===== config.mk =====
export PLATFORM = sky130hd
export DESIGN_NAME = rv_mdu
export DESIGN_NICKNAME = d
export VERILOG_FILES = /design/src/rtl/rv_mdu.sv
export SDC_FILE = /design/constraint.sdc
export NUM_CORES = 1
export LEC_CHECK = 0
export BUFFER_PORTS_ARGS = -buffer_cell sky130_fd_sc_hd__buf_2
export CAP_MARGIN = 25
export CORE_ASPECT_RATIO = 1.5
export CORE_MARGIN = 1
export CORE_UTILIZATION = 45
export CTS_CLUSTER_DIAMETER = 200
export DETAILED_ROUTE_END_ITERATION = 10
export GPL_TIMING_DRIVEN = 1
export PLACE_DENSITY = 0.73
export SYNTH_ARGS = -nofsm -noshare
export SYNTH_HDL_FRONTEND = slang
export SYNTH_SLANG_ARGS = --single-unit

===== constraint.sdc =====
create_clock -name clk -period 5.4 [get_ports clk]
set_clock_uncertainty 0.2 [all_clocks]
set_input_delay 1.08 -clock clk [delete_from_list [all_inputs] [get_ports clk]]
set_output_delay 1.08 -clock clk [all_outputs]
set_load 0.1 [all_outputs]

===== src/rtl/rv_mdu.sv =====
// RV32M multiply/divide unit: radix-2 shift-add multiply and restoring divide on operand magnitudes.
// Fixed 32-cycle latency from accept to the one-cycle done/we pulse; start is ignored while busy.
module rv_mdu (
  input  logic        clk,
  input  logic        reset,
  input  logic        start,
  input  logic [2:0]  funct3,
  input  logic [31:0] rs1_data,
  input  logic [31:0] rs2_data,
  input  logic [4:0]  rd_in,
  output logic        busy,
  output logic        done,
  output logic [31:0] result,
  output logic [4:0]  rd_out,
  output logic        we
);

  typedef enum logic [1:0] {IDLE, CALC, DONE} state_t;

  state_t      state, state_nxt;
  logic [4:0]  cnt;
  logic [2:0]  op;
  logic [4:0]  rd_q;
  logic        a_neg, b_neg;
  logic [31:0] hi, lo, bmag;

  logic        a_sgn, b_sgn, a_in_neg, b_in_neg;
  logic [31:0] a_in_mag, b_in_mag;
  logic [32:0] mul_sum;
  logic [32:0] div_shift;
  logic        div_ge;
  logic [31:0] hi_nxt, lo_nxt;
  logic [63:0] prod, prod_fix;
  logic [31:0] quot, rem, res_nxt;

  // Signedness decode; magnitudes are formed at accept so the iteration is always unsigned
  always_comb begin
    a_sgn    = !(funct3 == 3'b011 || funct3 == 3'b101 || funct3 == 3'b111);
    b_sgn    = a_sgn && (funct3 != 3'b010);
    a_in_neg = a_sgn && rs1_data[31];
    b_in_neg = b_sgn && rs2_data[31];
    a_in_mag = a_in_neg ? -rs1_data : rs1_data;
    b_in_mag = b_in_neg ? -rs2_data : rs2_data;
  end

  always_comb begin
    state_nxt = state;
    case (state)
      IDLE:    if (start) state_nxt = CALC;
      CALC:    if (cnt == 5'd31) state_nxt = DONE;
      DONE:    state_nxt = IDLE;
      default: state_nxt = IDLE;
    endcase
  end

  always_ff @(posedge clk or negedge reset) begin
    if (!reset) state <= IDLE;
    else        state <= state_nxt;
  end

  // One iteration: {hi,lo} is the product shifter, or {remainder, quotient/dividend}
  always_comb begin
    mul_sum   = {1'b0, hi} + (lo[0] ? {1'b0, bmag} : 33'd0);
    div_shift = {hi, lo[31]};
    div_ge    = div_shift >= {1'b0, bmag};
    if (op[2]) begin
      hi_nxt = div_ge ? (div_shift[31:0] - bmag) : div_shift[31:0];
      lo_nxt = {lo[30:0], div_ge};
    end else begin
      hi_nxt = mul_sum[32:1];
      lo_nxt = {mul_sum[0], lo[31:1]};
    end
  end

  // Divide-by-zero needs only the quotient forced; the remainder falls out as the dividend
  always_comb begin
    prod     = {hi_nxt, lo_nxt};
    prod_fix = (a_neg ^ b_neg) ? -prod : prod;
    quot     = (bmag == 32'd0) ? 32'hFFFF_FFFF : ((a_neg ^ b_neg) ? -lo_nxt : lo_nxt);
    rem      = a_neg ? -hi_nxt : hi_nxt;
    case (op)
      3'b000:                 res_nxt = prod_fix[31:0];
      3'b001, 3'b010, 3'b011: res_nxt = prod_fix[63:32];
      3'b100, 3'b101:         res_nxt = quot;
      default:                res_nxt = rem;
    endcase
  end

  always_ff @(posedge clk or negedge reset) begin
    if (!reset) begin
      cnt    <= 5'd0;
      op     <= 3'd0;
      rd_q   <= 5'd0;
      a_neg  <= 1'b0;
      b_neg  <= 1'b0;
      hi     <= 32'd0;
      lo     <= 32'd0;
      bmag   <= 32'd0;
      result <= 32'd0;
      rd_out <= 5'd0;
    end else begin
      case (state)
        IDLE: if (start) begin
          cnt   <= 5'd0;
          op    <= funct3;
          rd_q  <= rd_in;
          a_neg <= a_in_neg;
          b_neg <= b_in_neg;
          hi    <= 32'd0;
          lo    <= a_in_mag;
          bmag  <= b_in_mag;
        end
        CALC: begin
          hi  <= hi_nxt;
          lo  <= lo_nxt;
          cnt <= cnt + 5'd1;
          if (cnt == 5'd31) begin
            result <= res_nxt;
            rd_out <= rd_q;
          end
        end
        default: ;
      endcase
    end
  end

  assign busy = (state != IDLE);
  assign done = (state == DONE);
  assign we   = done;

endmodule


==> Word-level counts from Yosys, hierarchy flattened <==
Cells that the tools add are included.
{ "word_totals": {"regBits": 150, "latch_bits": 0, "mem_bits_rw": 0, "mem_bits_ro": 0, "inputBits": 75, "out_inout_bits": 40, "word_cells": 72, "memories": 0} }
{ "classes": {"add_sub_neg": 8, "mul": 0, "div": 0, "magnitude_cmp": 1, "eq_ne": 14, "shifts": 0, "muxes": 20, "bitwise_logic": 1, "reduce_logical": 17} }
{ "op_table": {"columns": ["op", "n"], "rows": [
  ["two-way mux 32 bit", 11],
  ["negation 32 bit", 4],
  ["one-hot mux 32 bit (2 select lines)", 2],
  ["one-hot mux 32 bit (3 select lines)", 1],
  ["two-way mux 64 bit", 1],
  ["negation 64 bit", 1],
  ["adder 32 x 32 -> 33 bit", 1],
  [">= comparator 33 x 32 -> 1 bit", 1],
  ["zero test 32 bit", 1],
  ["subtractor 32 bit", 1],
  ["== test 3 bit (second input constant)", 4],
  ["one-hot mux 5 bit (2 select lines)", 1],
  ["== test 3 x 2 -> 1 bit (second input constant)", 3],
  ["AND reduction 2 bit", 4],
  ["adder 5 x 1 -> 5 bit (second input constant)", 1],
  ["== test 5 bit (second input constant)", 1],
  ["two-way mux 5 bit", 1],
  ["two-way mux 2 bit", 2],
  ["inequality test 2 bit (second input constant)", 2],
  ["one-hot mux 2 bit (2 select lines)", 1],
  ["nonzero test 2 bit", 2],
  ["== test 3 x 1 -> 1 bit (second input constant)", 1],
  ["logical AND 1 bit", 3],
  ["zero test 3 bit", 1],
  ["other kinds (9)", 10]
]} }

==> Logic depth before layout (Yosys ltp) <==
Gate-level depths: netlist of the first run.
{ "logic_depth": {"ltp_word": 8, "mapped_depth": 22, "mapped_depth_nobuf": 18} }

==> Worst setup path after synthesis of the first run <==
No wires, ideal clock.
{ "synth_timing": {"kind": "reg-to-reg", "startpoint": "reg lo[31]", "endpoint": "reg result[31]", "setup_time_ns": 0.141, "arrival_time_ns": 4.539, "t_required_ns": 5.059, "setup_slack_ns": 0.520, "stages_incl_launch_ff": 19, "path_buffers": 1, "period_less_slack_ns": 4.880, "cell_sequence": "dfrtp_1 inv_1 ha_1 inv_1 fa_1 a211oi_1 o211ai_1 a21oi_1 a21oi_1 o32ai_1 mux2_2 or4_1 nor4b_1 and3_1 clkbuf_1 a31oi_1 xnor2_1 a221oi_1 a211oi_1"} }
{ "synth_via": {"elab_chain_len": 6, "word_cells_on_any_way": 13, "cone_classes": "4 x add/sub; 1 x order compare; 8 x mux"} }
{ "synth_lines": {"columns": ["element", "line_no", "text"], "rows": [
  ["start: declaration", "25", "logic [31:0] hi, lo, bmag;"],
  ["start signal: assignment", "110", "lo <= a_in_mag;"],
  ["start signal: assignment", "115", "lo <= lo_nxt;"],
  ["subtractor 32 bit / >= comparator 33 x 32 -> 1 bit (equally long branches)", "67, 65", null],
  ["two-way mux 32 bit (on tied branches)", "67, 66", null],
  ["two-way mux 32 bit / negation 32 bit (equally long branches)", "66, 79", null],
  ["negation 64 bit (tied with other cells)", "78", "prod_fix = (a_neg ^ b_neg) ? -prod : prod;"],
  ["two-way mux 64 bit (tied with other cells)", "78", null],
  ["one-hot mux 32 bit (3 select lines) *", "81", "case (op)"],
  ["end signal: assignment", "118", "result <= res_nxt;"],
  ["end: declaration", "13", "output logic [31:0] result,"]
]} }
Every way passes the cells marked *; elsewhere a longest branch is shown, timed or not.
A chain may end at the register's enable or synchronous reset.

==> Worst setup path in the final report of the first run <==
{ "layout_timing": {"startpoint": "reg lo[0]", "endpoint": "reg result[26]"} }
{ "layout_via": {"elab_chain_len": 6, "word_cells_on_any_way": 12, "cone_classes": "4 x add/sub; 8 x mux"} }
{ "layout_lines": {"columns": ["element", "line_no", "text"], "rows": [
  ["two-way mux 32 bit", "63", "mul_sum = {1'b0, hi} + (lo[0] ? {1'b0, bmag} : 33'd0);"],
  ["adder 32 x 32 -> 33 bit", "63", null],
  ["two-way mux 32 bit", "66", "if (op[2]) begin"],
  ["negation 64 bit / negation 32 bit (equally long branches)", "78, 80", null],
  ["two-way mux 64 bit / two-way mux 32 bit (equally long branches)", "78, 80", null],
  ["one-hot mux 32 bit (3 select lines) *", "81", null]
]} }
Marked as above.

==> results of run 1 <==
==> area by class of cell <==
| cell class | instances | area, um2 |
|---|---|---|
| fill | 3215 | 15600 |
| multi-input combinational | 1657 | 10600 |
| sequential | 150 | 3760 |
| timing repair buffer | 223 | 1430 |
| tap | 415 | 519 |
| clock buffer | 17 | 425 |
| inverter | 66 | 248 |
| clock inverter | 15 | 171 |
| antenna | 1 | 2.50 |
==> flip-flops by register name, summed over array words and instances (netlist names) <==
register  count
result       32
op            3
lo           32
state         2
cnt           5
rd_q          5
bmag         32
a_neg         1
b_neg         1
hi           32
rd_out        5
==> metrics by stage <==
| stage | utilization | cell area, um2 | std cells |
|---|---|---|---|
| floorplan | - | 15000 | 1990 |
| global placement | 0.504 | 16500 | 2511 |
| detailed placement | 0.504 | 16500 | 2511 |
| CTS | 0.522 | 17100 | 2543 |
| global route | 0.523 | 17100 | 2543 |
| finish | 0.523 | 17100 | 2544 |
==> cells by family after synthesis <==
family	Yosys count	synth area share
simple gates	749	0.239
compound gates	617	0.268
buf+inv	183	0.0495
xor+xnor	174	0.102
flops	150	0.250
fa+ha+maj	72	0.0610
mux	45	0.0304
==> path summary, 6_finish.rpt <==
| kind | startpoint | to | slack [ns] | cells past startpoint |
|---|---|---|---|---|
| worst max-delay path | lo[0] | result[26] | 0.26 | 18 |
| worst min-delay path | rd_out[0] | rd_out[0] | 0.27 | 2 |
| worst max register to register | lo[0] | result[26] | 0.26 | 18 |
| worst min register to register | rd_out[0] | rd_out[0] | 0.27 | 2 |
| max in group asynchronous | reset | hi[30] | 3.43 | 2 |
| min in group asynchronous | reset | rd_out[0] | 0.48 | 1 |
==> layer usage <==
layer	vias up	GRT usage
li1	7542	-
met1	7795	0.378
met2	692	0.617
met3	261	0.0556
met4	0	0.321
met5	-	0
==> layout by cell type (no fill, tap or decap), types with 9 or more instances in the layout <==
master     synthesis  routed
o21ai_1           13      14
xor2_1            90      89
a21o_1            25      25
nor3_1            46      45
inv_1             64      64
nand3_1           71      71
o221ai_1          42      42
a31oi_1           29      28
or3_1             11      11
nor2b_1           12      12
buf_2             21     113
a211oi_1          34      33
nand4_1           23      23
nand2_1          293     291
nor2_1           142     140
o31ai_1           25      25
mux2i_1           42      42
and2_1            41      41
dfrtp_1          150     149
nor4_1            24      24
o21ai_0          175     174
and3_1            10      10
nand2b_1          20      19
o21a_1             9       9
a22oi_1            9       9
or4_1             13      13
clkbuf_16          0      17
o22ai_1           12      12
ha_1              70      70
buf_4              4     106
xnor2_1           84      83
o211ai_1          17      17
a21oi_1          126     126
==> critical path, delay by kind of cell, from the launching register on <==
| family | cells | cell delay [ns] |
|---|---|---|
| muxes | 1 | 0.22 |
| xor gates and xnor gates | 1 | 0.16 |
| DFF | 1 | 0.44 |
| AOI/OAI and AO/OA | 9 | 1.87 |
| adders and majority gates | 2 | 0.68 |
| and+or+nand+nor | 3 | 0.97 |
| buffers and inverters | 2 | 0.43 |
==> repair_timing <==
item	in CTS	in global routing
endpoints found under the hold margin	0	0
endpoints found under the setup margin	0	14
gates resized for setup	0	6
==> impl_metrics.env, run 1 <==
export IMPL_worstPathCellList="and2_1 -> ha_1 -> fa_1 -> a211oi_1 -> o21ai_0 -> a41oi_2 -> a21oi_1 -> buf_4 -> o21bai_1 -> mux2i_1 -> o211ai_1 -> buf_4 -> nor3_1 -> and4bb_2 -> a31oi_1 -> xor2_1 -> a211oi_1 -> a211oi_1"
export IMPL_ys_seq_area_frac=0.250
export IMPL_yosys_warnings=0
export IMPL_area_growth_pct=14.1
export IMPL_tritoncts="built"
export IMPL_synth_top_area_cell="dfrtp_1"
export IMPL_final_layout_size_suffix_gt1_frac=0.147
export IMPL_io_pins=115
export IMPL_worstPathRequired_ns=5.52
export IMPL_synth_cell_area_um2=15000
export IMPL_hold_class="reg -> reg"
export IMPL_finalHoldViolCount=0
export IMPL_critPathLaunchType="register"
export IMPL_path_common_cell="a211oi_1"
export IMPL_syn_nets=2137
export IMPL_synth_cell_type_count=97
export IMPL_fp_row_count=81
export IMPL_firstDrtPassIters=6
export IMPL_post_synth_cell_area_avg_um2=7.54
export IMPL_vias_per_cell=6.40
export IMPL_chipHeight_um=226
export IMPL_synth_most_common_cell="nand2_1"
export IMPL_wl_met1_mm=21.4
export IMPL_vias=16300
export IMPL_clockBufferDepth=2
export IMPL_track_usage=0.361
export IMPL_crit_path_max_fanout=6
export IMPL_die_x_um=151
export IMPL_worst_slew_pin_transition_ns=1.15
export IMPL_met2_length_mm=29.8
export IMPL_cts_setup_buffers=0
export IMPL_setup_viol=0
export IMPL_drtAntennaViolNets=0
export IMPL_grt_max_degree=93
export IMPL_drv_slew=0
export IMPL_clock_latency_ns=0.47
export IMPL_drc=0
export IMPL_setup_ws_ns=0.264
export IMPL_initial_core_util=0.459
export IMPL_routabilityCongestion=0.992
export IMPL_fin_crit_ns=5.14
export IMPL_io_buffers=114
export IMPL_grt_first_pass_wirelength_mm=92.1
export IMPL_dp_hpwl_mm=47.1
export IMPL_numCtsBuffers=17
export IMPL_synth_edff_count=0
export IMPL_holdWs_ns=0.272
export IMPL_antenna_found_initial=0
export IMPL_criticalPathCategory="reg -> reg"
export IMPL_wl_met3_mm=3.11
export IMPL_cap_violations=0
export IMPL_final_nets=2262
export IMPL_wl_per_cell_um=23.6
export IMPL_cts_htree_levels=4
export IMPL_dp_slack_ns=0.189
export IMPL_core_area_um2=32700
export IMPL_rsz0062_at_grt="no"
export IMPL_relSlewSlack=0.225
export IMPL_grt_remaining_overflow=0
export IMPL_first_global_vias=16000
export IMPL_synth_top_area_frac=0.250
export IMPL_status="finished, final reports clean"
export IMPL_drtIter0Drc=1254
export IMPL_clock_fmax_ghz=0.195
export IMPL_topRoutingLayerUsed="met4"
export IMPL_synth_common_cells="nand2_1, o21ai_0, dfrtp_1, nor2_1, a21oi_1"
export IMPL_path_clk_slew_ns=0.08
export IMPL_cts_sinks=150
export IMPL_dieArea_um2=34100
export IMPL_critPathMaxStageDelay_ns=0.45
export IMPL_yosys_top_cells_area="dfrtp_1, nand2_1, ha_1"
export IMPL_tns_ns=0
export IMPL_synthFlopType="dfrtp_1"
export IMPL_cts_root_buf="clkbuf_16"
export IMPL_cp_end_kind="register"
export IMPL_synth_ff_latch_count=150
export IMPL_synthCells=1990
export IMPL_cp_slowest_cell="fa_1"
export IMPL_synth_async_reset_ratio=1.00
export IMPL_finalCritPeriodShare=0.951
export IMPL_critPathArrivalTime_ns=5.25
export IMPL_postCtsHoldBufs=0
export IMPL_drt_wl_total_mm=60.0
Power of run 1 is left out: the tool's default activity adds up to more than one toggle a clock period on the data nets, which glitch-free logic cannot reach.
==> run 2: changes to the inputs <==
--- a/config.mk
+++ b/config.mk
@@ -7,13 +7,15 @@
 export LEC_CHECK = 0
 export BUFFER_PORTS_ARGS = -buffer_cell sky130_fd_sc_hd__buf_2
 export CAP_MARGIN = 25
+export CELL_PAD_IN_SITES_DETAIL_PLACEMENT = 1
+export CELL_PAD_IN_SITES_GLOBAL_PLACEMENT = 1
 export CORE_ASPECT_RATIO = 1.5
 export CORE_MARGIN = 1
 export CORE_UTILIZATION = 45
 export CTS_CLUSTER_DIAMETER = 200
 export DETAILED_ROUTE_END_ITERATION = 10
 export GPL_TIMING_DRIVEN = 1
-export PLACE_DENSITY = 0.73
+export PLACE_DENSITY = 0.91
 export SYNTH_ARGS = -nofsm -noshare
 export SYNTH_HDL_FRONTEND = slang
 export SYNTH_SLANG_ARGS = --single-unit
==> run 2 against run 1 <==
  * Final cell count rose by 0.16%
  * Count of clock-buffer cells in the layout rose by 3
  * Routed wire length rose by 10%
  * Largest cell class unchanged
==> impl_metrics.env, run 2 (same netlist as run 1, synthesis figures left out) <==
export IMPL_vias_per_cell=6.61
export IMPL_path_clk_slew_ns=0.07
export IMPL_tritoncts="built"
export IMPL_cap_violations=0
export IMPL_status="finished, final reports clean"
export IMPL_die_x_um=151
export IMPL_postCtsHoldBufs=0
export IMPL_grt_first_pass_wirelength_mm=102
export IMPL_r2r_setup_slack_ns=0.13
export IMPL_drtIter0Drc=1230
export IMPL_fp_row_count=81
export IMPL_grt_remaining_overflow=0
export IMPL_drtAntennaViolNets=0
export IMPL_drc=0
export IMPL_relSlewSlack=0.287
export IMPL_fin_crit_ns=5.27
export IMPL_initial_core_util=0.459
export IMPL_cts_htree_levels=4
export IMPL_finalCritPeriodShare=0.977
export IMPL_n_antenna_cell=0
export IMPL_final_cell_mix="nand2_1, o21ai_0, dfrtp_1"
export IMPL_cts_sinks=150
export IMPL_clock_latency_ns=0.46
export IMPL_drt_wl_total_mm=66.1
export IMPL_chipHeight_um=226
export IMPL_utilization=0.525
export IMPL_critPathArrivalTime_ns=5.42
export IMPL_io_buffers=114
export IMPL_worstPathRequired_ns=5.54
export IMPL_first_global_vias=17700
export IMPL_dp_hpwl_mm=51.5
export IMPL_area_growth_pct=14.5
export IMPL_cp_end_kind="register"
export IMPL_dp_cells=2513
export IMPL_io_pins=115
export IMPL_numCtsBuffers=17
export IMPL_clockBufferDepth=2
export IMPL_criticalPathCategory="reg -> reg"
export IMPL_setup_viol=0
export IMPL_finalHoldViolCount=0
export IMPL_crit_path_max_fanout=21
export IMPL_final_nets=2267
export IMPL_antenna_found_initial=1
export IMPL_hold_class="reg -> reg"
export IMPL_layout_commonest_cell="nand2_1"
export IMPL_drv_slew=0
export IMPL_wl_per_cell_um=25.9
export IMPL_final_layout_size_suffix_gt1_frac=0.152
export IMPL_dieArea_um2=34100
export IMPL_core_area_um2=32700
export IMPL_tns_ns=0
export IMPL_grt_max_degree=90
export IMPL_final_cells=2548
export IMPL_cts_root_buf="clkbuf_16"
export IMPL_vias=16800
export IMPL_clock_fmax_ghz=0.190
export IMPL_firstDrtPassIters=5
export IMPL_track_usage=0.399
export IMPL_routabilityCongestion=1.04
export IMPL_rsz0062_at_grt="no"
export IMPL_worst_slew_pin_transition_ns=1.07
export IMPL_critPathLaunchType="register"
==> run 2: worst paths after layout <==
check	start	end	cells past startpoint
setup / recovery	lo[0]	result[20]	16
hold reg to reg	rd_q[2]	rd_out[2]	2
hold / removal	rd_q[2]	rd_out[2]	2
setup reg to reg	lo[0]	result[20]	16
min in group asynchronous	reset	cnt[3]	1
max in group asynchronous	reset	bmag[24]	2
==> run 2: what timing repair did <==
item / in CTS / in global routing
setup endpoints to repair: 6 / 10
setup buffers: 0 / 2
gates resized for setup: 2 / 13
pin swaps: 0 / 2
==> run 2: critical path, cell delays in order (launching register included) <==
cell and delay (ns):
dfrtp_1 0.46, buf_4 0.24, and2_1 0.22, fa_1 0.48, a211oi_1 0.33, o21ai_1 0.23
a31oi_2 0.35, or4b_2 0.18, o2111ai_1 0.28, o311ai_1 0.47, nand4_1 0.14, buf_4 0.19
or4_1 0.55, o31ai_1 0.38, xnor2_1 0.14, o221ai_1 0.22, nand2_1 0.08
==> run 2: through the flow <==
| stage | hold slack, ns | worst slack, ns | instance area (um2) |
|---|---|---|---|
| 2_1_floorplan | 0.239 | 0.520 | 15000 |
| 3_3_place_gp | 0.251 | 0.239 | 16500 |
| 3_5_place_dp | 0.254 | -0.00847 | 16500 |
| 4_1_cts | 0.270 | 0.0621 | 17100 |
| 5_1_grt | 0.277 | 0.00824 | 17200 |
| 6_report | 0.266 | 0.126 | 17200 |
==> run 2: per-layer routing <==
| layer | track usage | up-vias | share of wire |
|---|---|---|---|
| met5 | 0 | - | 0 |
| met2 | 0.684 | 722 | 0.49 |
| met1 | 0.414 | 8302 | 0.35 |
| li1 | - | 7519 | - |
| met3 | 0.0558 | 296 | 0.050 |
| met4 | 0.370 | 0 | 0.11 |
==> run 2: final cells by class <==
class | instances | area, um2
Multi-Input combinational cell | 1657 | 10600
Timing Repair Buffer | 228 | 1450
Clock inverter | 12 | 140
Sequential cell | 150 | 3760
Tap cell | 415 | 519
Inverter | 66 | 248
Fill cell | 4130 | 15500
Clock buffer | 20 | 467
Power of run 2 is left out for the same reason.
==> run 3: changes to the inputs <==
--- a/config.mk
+++ b/config.mk
@@ -15,7 +15,7 @@
 export CTS_CLUSTER_DIAMETER = 200
 export DETAILED_ROUTE_END_ITERATION = 10
 export GPL_TIMING_DRIVEN = 1
-export PLACE_DENSITY = 0.91
+export PLACE_DENSITY = 0.78
 export SYNTH_ARGS = -nofsm -noshare
 export SYNTH_HDL_FRONTEND = slang
 export SYNTH_SLANG_ARGS = --single-unit
==> run 3 against run 2 <==
  * Die area stayed put
  * Routed wire length is 1.7% lower
  * Count of clock-buffer cells in the layout is 2 lower
  * Register-to-register slack better by 0.04 ns
  * Final cell count is 0.59% lower
  * Fmax is 0.78% higher
  * Largest cell class unchanged
==> impl_metrics.env, run 3 (same netlist as run 1, synthesis figures left out) <==
export IMPL_status="finished, final reports clean"
export IMPL_firstDrtPassIters=5
export IMPL_antenna_found_initial=0
export IMPL_crit_path_max_fanout=11
export IMPL_critPathLaunchType="register"
export IMPL_drt_wl_total_mm=65.0
export IMPL_grt_first_pass_wirelength_mm=99.6
export IMPL_relSlewSlack=0.294
export IMPL_path_clk_slew_ns=0.08
export IMPL_final_nets=2252
export IMPL_clock_latency_ns=0.46
export IMPL_final_layout_size_suffix_gt1_frac=0.147
export IMPL_grt_max_degree=91
export IMPL_worstPathCellList="inv_1 -> ha_1 -> a21oi_1 -> o21a_1 -> o21ai_1 -> or4_1 -> nor2_4 -> buf_4 -> o21ai_1 -> mux2i_2 -> and4b_1 -> or3b_1 -> o31a_1 -> xnor2_1 -> nand2_1 -> a221oi_2"
export IMPL_io_pins=115
export IMPL_fin_crit_ns=5.23
export IMPL_grt_remaining_overflow=0
export IMPL_wl_per_cell_um=25.7
export IMPL_clock_fmax_ghz=0.191
export IMPL_cap_violations=0
export IMPL_io_buffers=114
export IMPL_cts_root_buf="clkbuf_16"
export IMPL_setup_viol=0
export IMPL_tritoncts="built"
export IMPL_rsz0062_at_grt="yes"
export IMPL_dp_cells=2500
export IMPL_final_cell_mix="nand2_1, o21ai_0, dfrtp_1"
export IMPL_n_antenna_cell=0
export IMPL_worstPathRequired_ns=5.56
export IMPL_finalCritPeriodShare=0.969
export IMPL_dp_slack_ns=0.0144
export IMPL_routabilityCongestion=0.997
export IMPL_tns_ns=0
export IMPL_cts_sinks=150
export IMPL_vias_per_cell=6.39
export IMPL_finalHoldViolCount=0
export IMPL_chipHeight_um=226
export IMPL_initial_core_util=0.459
export IMPL_track_usage=0.393
export IMPL_drv_slew=0
export IMPL_layout_commonest_cell="nand2_1"
export IMPL_fp_row_count=81
export IMPL_area_growth_pct=13.7
export IMPL_critPathMaxStageDelay_ns=0.61
export IMPL_die_x_um=151
export IMPL_clockBufferDepth=2
export IMPL_path_common_cell="o21ai_1"
export IMPL_dieArea_um2=34100
export IMPL_vias=16200
export IMPL_cts_htree_levels=4
export IMPL_cp_end_kind="register"
export IMPL_place_area_um2=16400
export IMPL_drc=0
export IMPL_final_cells=2533
export IMPL_dp_hpwl_mm=51.1
export IMPL_criticalPathCategory="reg -> reg"
export IMPL_hold_class="reg -> reg"
export IMPL_worst_slew_pin_transition_ns=1.05
export IMPL_drtIter0Drc=965
export IMPL_stdcell_area_um2=17100
export IMPL_critPathArrivalTime_ns=5.39
export IMPL_core_area_um2=32700
export IMPL_drtAntennaViolNets=0
export IMPL_setup_ws_ns=0.167
export IMPL_cp_slowest_cell="or4_1"
export IMPL_numCtsBuffers=17
export IMPL_postCtsHoldBufs=0
export IMPL_first_global_vias=17100
## run 3: cell types whose count changed in the layout (fill, tap and decap cells not counted), moves of 2 or more
cell | previous run | this run
a211oi_1 | 30 | 32
a211oi_2 | 5 | 3
buf_4 | 112 | 99
clkbuf_8 | 3 | 1
clkinv_4 | 2 | 0
dfrtp_1 | 149 | 147
dfrtp_2 | 0 | 2
inv_8 | 0 | 5
## run 3: layout make-up
cell class	instances	area, um2
clock buffers	18	439
flip-flops and latches	150	3760
clock inverters	14	175
multi-input cells	1657	10600
well taps	415	519
repair buffers	213	1320
inverters	66	248
fillers	4166	15700
## run 3: per-layer routing
layer / GRT usage / up-vias / routed length, um
met5: 0 / - / 0
met4: 0.311 / 0 / 5760
met3: 0.0604 / 228 / 2860
met2: 0.687 / 505 / 32300
met1: 0.416 / 7972 / 24100
li1: - / 7478 / -
## run 3: stage by stage
step / hold WS, ns / utilization
5_1_grt: 0.300 / 0.521
6_report: 0.273 / 0.521
3_5_place_dp: 0.261 / 0.500
2_1_floorplan: 0.239 / -
4_1_cts: 0.281 / 0.519
3_3_place_gp: 0.247 / 0.500
## run 3: worst paths after layout
kind	cells past startpoint	from	slack, ns	to
max in group asynchronous	2	reset	3.44	bmag[20]
min	2	rd_q[3]	0.27	rd_out[3]
min in group asynchronous	1	reset	0.45	lo[15]
max	16	bmag[26]	0.17	result[27]
min reg2reg	2	rd_q[3]	0.27	rd_out[3]
max reg2reg	16	bmag[26]	0.17	result[27]
## run 3: critical path, delay by kind of cell (launching register included)
kind                     cells  cell delay (ns)
multiplexers                 1             0.38
XOR/XNOR                     1             0.14
AND/OR/NAND/NOR              5             1.75
flip-flops                   1             0.53
AO/OA/AOI/OAI                6             1.37
buffers and inverters        2             0.36
adder cells (fa/ha/maj)      1             0.38
## run 3: what timing repair did
item | CTS | global route
setup buffers | 0 | 1
pin swaps | 0 | 1
endpoints found under the setup margin | 4 | 12
gates resized for setup | 1 | 15
Power of run 3 is left out for the same reason.
